## src/rtl/sine_pkg.sv

```systemverilog
// Shared definitions for the sine generator: quadrant encoding and table sizes.
// Used by the phase NCO and by the quarter-wave ROM stage.
package sine_pkg;

  // Quadrant of the sine period, taken from the top two accumulator bits.
  typedef enum logic [1:0] {
    Q_RISE     = 2'd0,
    Q_FALL     = 2'd1,
    Q_NEG_FALL = 2'd2,
    Q_NEG_RISE = 2'd3
  } quadrant_t;

  localparam int unsigned QUARTER_LEN = 128;
  localparam int unsigned SAMPLE_W    = 10;

endpackage

```

## src/rtl/sample_prescaler.sv

```systemverilog
// Sample-rate prescaler: asserts tick every div+1 enabled cycles.
// Ports:
//   clk, rst_n  clock, async active-low reset
//   enable      count only when set; holds otherwise
//   clear       synchronous restart; suppresses tick in the same cycle
//   div         live divide value; lowering it below the count ticks next enabled cycle
//   tick        combinational tick for the current cycle
module sample_prescaler #(
  parameter int unsigned DIV_W = 16
) (
  input  logic             clk,
  input  logic             rst_n,
  input  logic             enable,
  input  logic             clear,
  input  logic [DIV_W-1:0] div,
  output logic             tick
);

  logic [DIV_W-1:0] div_cnt;

  // >= rather than == so a reduced div takes effect without a full wrap
  assign tick = enable & ~clear & (div_cnt >= div);

  always_ff @(posedge clk or negedge rst_n) begin
    if (!rst_n) begin
      div_cnt <= '0;
    end else if (clear || tick) begin
      div_cnt <= '0;
    end else if (enable) begin
      div_cnt <= div_cnt + DIV_W'(1);
    end
  end

endmodule

```

## src/rtl/sine_phase_nco.sv

```systemverilog
// Programmable phase accumulator feeding the quarter-wave sine ROM stage.
// f_out = f_clk * tune_word / (2^ACC_W * (sample_div+1)).
// Ports:
//   clk, rst_n     clock, async active-low reset
//   enable         1 = run; 0 = freeze accumulator, prescaler and outputs
//   sync_clear     synchronous phase/prescaler/output clear, wins over a tick
//   sample_div     tick every sample_div+1 enabled cycles
//   tune_word      new phase increment, offered with tune_valid
//   tune_valid     tune_word offered
//   tune_ready     pending slot empty; transfer on tune_valid & tune_ready
//   quadrant       acc[ACC_W-1 -: 2]
//   quarter_addr   acc[ACC_W-3 -: ADDR_W], unmirrored
//   sample_stb     one-cycle pulse when quadrant/quarter_addr were just updated
//   cycle_wrap     one-cycle pulse with sample_stb when the accumulator carried out
module sine_phase_nco
  import sine_pkg::*;
#(
  parameter int unsigned      ACC_W    = 24,
  parameter int unsigned      ADDR_W   = 7,
  parameter int unsigned      DIV_W    = 16,
  parameter logic [ACC_W-1:0] RESET_TW = ACC_W'(1 << 15)
) (
  input  logic              clk,
  input  logic              rst_n,
  input  logic              enable,
  input  logic              sync_clear,
  input  logic [DIV_W-1:0]  sample_div,
  input  logic [ACC_W-1:0]  tune_word,
  input  logic              tune_valid,
  output logic              tune_ready,
  output logic [1:0]        quadrant,
  output logic [ADDR_W-1:0] quarter_addr,
  output logic              sample_stb,
  output logic              cycle_wrap
);

  logic             tick;
  logic [ACC_W-1:0] acc;
  logic [ACC_W-1:0] active_tw;
  logic [ACC_W-1:0] pending_tw;
  logic [ACC_W:0]   sum_c;
  logic             carry_c;
  logic             accept_c;
  logic             apply_c;

  sample_prescaler #(
    .DIV_W (DIV_W)
  ) u_prescaler (
    .clk    (clk),
    .rst_n  (rst_n),
    .enable (enable),
    .clear  (sync_clear),
    .div    (sample_div),
    .tick   (tick)
  );

  assign sum_c    = {1'b0, acc} + {1'b0, active_tw};
  assign carry_c  = sum_c[ACC_W];
  assign accept_c = tune_valid & tune_ready;
  // Pending word (tune_ready low) switches in only on a wrapping tick so the
  // waveform never jumps mid-period; a stopped phase never wraps, so apply at once.
  assign apply_c  = tick & ~tune_ready & (carry_c | (active_tw == '0));

  // Accumulator and output registers
  always_ff @(posedge clk or negedge rst_n) begin
    if (!rst_n) begin
      acc          <= '0;
      quadrant     <= Q_RISE;
      quarter_addr <= '0;
      sample_stb   <= 1'b0;
      cycle_wrap   <= 1'b0;
    end else begin
      sample_stb <= 1'b0;
      cycle_wrap <= 1'b0;
      if (sync_clear) begin
        acc          <= '0;
        quadrant     <= Q_RISE;
        quarter_addr <= '0;
      end else if (tick) begin
        acc          <= sum_c[ACC_W-1:0];
        quadrant     <= sum_c[ACC_W-1 -: 2];
        quarter_addr <= sum_c[ACC_W-3 -: ADDR_W];
        sample_stb   <= 1'b1;
        cycle_wrap   <= carry_c;
      end
    end
  end

  // Tuning register pair; tune_ready doubles as the pending-empty flag
  always_ff @(posedge clk or negedge rst_n) begin
    if (!rst_n) begin
      active_tw  <= RESET_TW;
      pending_tw <= '0;
      tune_ready <= 1'b1;
    end else if (accept_c) begin
      pending_tw <= tune_word;
      tune_ready <= 1'b0;
    end else if (apply_c) begin
      active_tw  <= pending_tw;
      tune_ready <= 1'b1;
    end
  end

endmodule

```

## config.mk

```make
export PLATFORM = sky130hd
export DESIGN_NAME = sine_phase_nco
export DESIGN_NICKNAME = d
export VERILOG_FILES = /design/src/rtl/sine_pkg.sv /design/src/rtl/sample_prescaler.sv /design/src/rtl/sine_phase_nco.sv
export SDC_FILE = /design/constraint.sdc
export NUM_CORES = 1
export LEC_CHECK = 0
export BUFFER_PORTS_ARGS = -buffer_cell sky130_fd_sc_hd__buf_2
export CORE_ASPECT_RATIO = 1.1
export CORE_MARGIN = 2
export CORE_UTILIZATION = 57
export CTS_CLUSTER_DIAMETER = 150
export CTS_CLUSTER_SIZE = 24
export DETAILED_ROUTE_END_ITERATION = 8
export GPL_TIMING_DRIVEN = 0
export HOLD_SLACK_MARGIN = 0.15
export PLACE_DENSITY = 0.78
export SETUP_SLACK_MARGIN = 0.15
export SYNTH_ARGS = -nofsm -noshare
export SYNTH_HDL_FRONTEND = slang
export SYNTH_SLANG_ARGS = --single-unit
```

## constraint.sdc

```tcl
create_clock -name clk -period 6.9 [get_ports clk]
set_input_delay 0.345 -clock clk [delete_from_list [all_inputs] [get_ports clk]]
set_output_delay 0.345 -clock clk [all_outputs]
set_load 0.1 [all_outputs]
```

==> results.md <==
- Placed cell count: between 700 and 800
- Pint: roughly 0.7 mW
- Fin nets: approximately 690
- Initial antenna violation count: 0
- Commonest non-fill, non-tap cell in the layout: dfrtp_1
- GRT Total Usage: 0.235
- Clock-pin slew on the worst setup and hold paths: about 0.09 ns
- Diode count: 0
- Post-synth EDFFs: 0
- Mapped Area: between 5000 and 6000 um^2
- Arrival time worst endpoint: around 3.2 ns
- Share of cells above drive strength 1: 0.231
- Final Skew: around 0.0081 ns
- Place WS: between 3 and 4 ns
- Ys async rst share: 1.00
- RSZ-0062 raised after global routing: no
- Most frequent cells in the layout: dfrtp_1 (89), buf_2 (56), ha_1 (41)
- Core Rows: 37
- Core footprint: about 9400 um^2
- Crit path from: u_prescaler.div_cnt[0]$_DFFE_PN0P_
- Pwr dens: around 150 nW/um^2
- Hold Path Sink: pending_tw[12]$_DFFE_PN0P_
- CTS root buffer: clkbuf_8
- Run status: finished, final reports clean
- Hold buffer count at CTS: 2
- Rel. slew slack: 0.603
- Area Growth Syn to Fin: 11.9%
- Longest Clk Path Bufs: 2
- GRT overflow: 0
- Antenna-violating nets left: 0
- Post_cts resized: 0
- Final setup violating endpoints: 0
- Setup bufs post-CTS: 0
- First drt pass iteration count: 4
- Hold Slack: 0.199 ns
- Syn Area/Cell: 10.3 um^2
- Clock share of power: 0.355
- DRT iter0 DRCs: about 200
- Die height: between 100 and 150 um
- First-pass GRT wire length: slightly below 20000 um
- Critical Path Start Type: flop
- Distinct cells, synth: between 50 and 60
- FF+latch count, synth: 91
- Final worst slack: about 3.9 ns
- Worst Hold Class: input pin to flop
- Leakage: ~3.2 nW
- Final GP Congestion: around 0.9
- Max Cap Violations: 0
- Cells after synthesis: 531
- Drt wl/cell: ~16 um
- Reg power frac: 0.586
- H-tree depth reported by CTS: 3
- CTS tree: done
- P_sw: ~0.23 mW
- Die W: 97.5 um
- Die area: approximately 10000 um^2
- R2R Setup Slk: 3.95 ns
- Maximum vdd drop: about 130 uV
- Max Clock Freq: 339 MHz
- Worst-Margin Slew: about 0.59 ns
- Crit path time final: ~3.0 ns
- Reg2Reg Launch Point: u_prescaler.div_cnt[0]$_DFFE_PN0P_
- Pins Over Slew Limit: 0
- Comb power frac: 0.060
- Initial core utilization: 0.586
- DRC Markers: 0
- Worst skew pair latency: around 0.37 ns
- Hold path cells: 2
- Worst Min Path Start: tune_word[12]
- Biggest fanout along the worst timing path: 10
- Reg-to-Reg End: active_tw[2]$_DFFE_PN0P_
- Period utilization: 0.428
- Kind of critical path: flop to flop
- Yosys warning count: 0
- Required time worst endpoint: slightly above 7 ns
- Vias in the first global route: ~4300
- Via density: about 5.7
- Sequential fraction of the synthesis area: 0.416
- Most common flop cell mapped by yosys: dfrtp_1
- Dpl hpwl: 9010 um
- I/O pins: between 50 and 60
- IO buf count: 55
- Num CTS Buffers: 9
- Sw frac: 0.243
- Setup TNS: 0 ns
- Largest net degree at the start of global routing: 62
- TritonCTS Sinks: just over 90
- R2R cell count: 11
- Crit end category: flop
- Fin cells: roughly 720
- Vias post-DR: slightly above 4000
- Syn_nets: approximately 620
- Number of hold violations in the final report: 0
- Routed WL: between 10000 and 15000 um
- Tot Pwr: 0.946 mW
-- power by group through the flow --
| stage | combinational, mW | sequential [mW] | clock, mW |
|---|---|---|---|
| final | 0.0564 | 0.554 | 0.336 |
| after global routing | 0.0651 | 0.555 | 0.366 |
| after CTS | 0.0582 | 0.554 | 0.344 |
| after detailed placement | 0.0571 | 0.564 | 0 |
| after global placement | 0.0512 | 0.563 | 0 |
| after floorplan | 0.0260 | 0.562 | 0 |
-- cell families after synthesis --
group,Yosys count,synth area share
adders and majority gates,42,0.0972
DFF,91,0.416
muxes,54,0.123
AOI/OAI and AO/OA,115,0.129
buffers and inverters,56,0.0491
and+or+nand+nor,139,0.132
xor gates and xnor gates,34,0.0543
-- sequential cells by signal, indices dropped and copies added (netlist names) --
name / flops
quarter_addr: 6
cycle_wrap: 1
pending_tw: 24
u_prescaler.div_cnt: 16
quadrant: 2
active_tw: 24
sample_stb: 1
tune_ready: 1
acc: 16
-- how the worst max path moves through the flow --
| stage | end | slack [ns] | cells after the start |
|---|---|---|---|
| after global placement | active_tw[21]$_DFFE_PN0P_ | 3.99 | 12 |
| after CTS | active_tw[2]$_DFFE_PN0P_ | 3.98 | 11 |
| after floorplan | active_tw[10]$_DFFE_PN0P_ | 4.31 | 11 |
| final | active_tw[2]$_DFFE_PN0P_ | 3.95 | 11 |
| after global routing | active_tw[2]$_DFFE_PN0P_ | 3.79 | 11 |
| after detailed placement | active_tw[1]$_DFFE_PN0P_ | 3.94 | 12 |
-- synthesized netlist by cell type, types with 4 or more instances --
master     n  area share
xor2_1    19       0.030
nand3b_1  20       0.027
a21o_1    10       0.014
ha_1      41       0.094
mux2_4    19       0.052
nor3_1     5      0.0046
nor2b_1    4      0.0046
a21oi_1   34       0.031
inv_1     26       0.018
mux2i_1    6       0.011
nand4_1    8      0.0091
and3_1     5      0.0057
o21a_1     6      0.0082
nand2_1   33       0.023
o21ai_0   35       0.032
clkbuf_1  15       0.010
mux2_2    29       0.060
nand3_1    7      0.0064
nor2_1    40       0.027
dfrtp_1   89        0.41
xnor2_1   15       0.024
nor4_1     6      0.0068
buf_4      9       0.012
-- routing by layer --
layer / share of wire / routed length [um] / GRT usage / vias to the layer above
met5: 0 / 0 / 0 / -
met4: 0.022 / 256 / 0.0863 / 0
met3: 0.042 / 488 / 0.0417 / 21
met2: 0.50 / 5770 / 0.413 / 96
met1: 0.44 / 5030 / 0.292 / 1989
li1: - / - / - / 2029
-- final cells by class --
cell class | count | area, um^2
multi-input cells | 384 | 2930
fillers | 771 | 3220
flip-flops and latches | 91 | 2280
well taps | 117 | 146
inverters | 26 | 97.6
repair buffers | 58 | 325
plain buffers | 30 | 171
clock buffers | 11 | 141
clock inverters | 5 | 37.5
-- stage by stage --
stage / util / cell area (um^2)
after global routing: 0.656 / 6130
after global placement: 0.631 / 5900
final: 0.656 / 6130
after floorplan: - / 5480
after detailed placement: 0.635 / 5930
after CTS: 0.656 / 6130
-- critical path, stage by stage, from the launching register on --
cell and delay (ns):
dfrtp_1 0.42, inv_1 0.07, ha_1 0.26, nand2b_1 0.14
a211oi_1 0.24, o21ai_0 0.17, a2111o_2 0.52, nand3b_1 0.13
buf_6 0.16, nand3b_4 0.21, buf_6 0.20, mux2_4 0.31
Note: power is estimated with default switching activity, not from simulation.
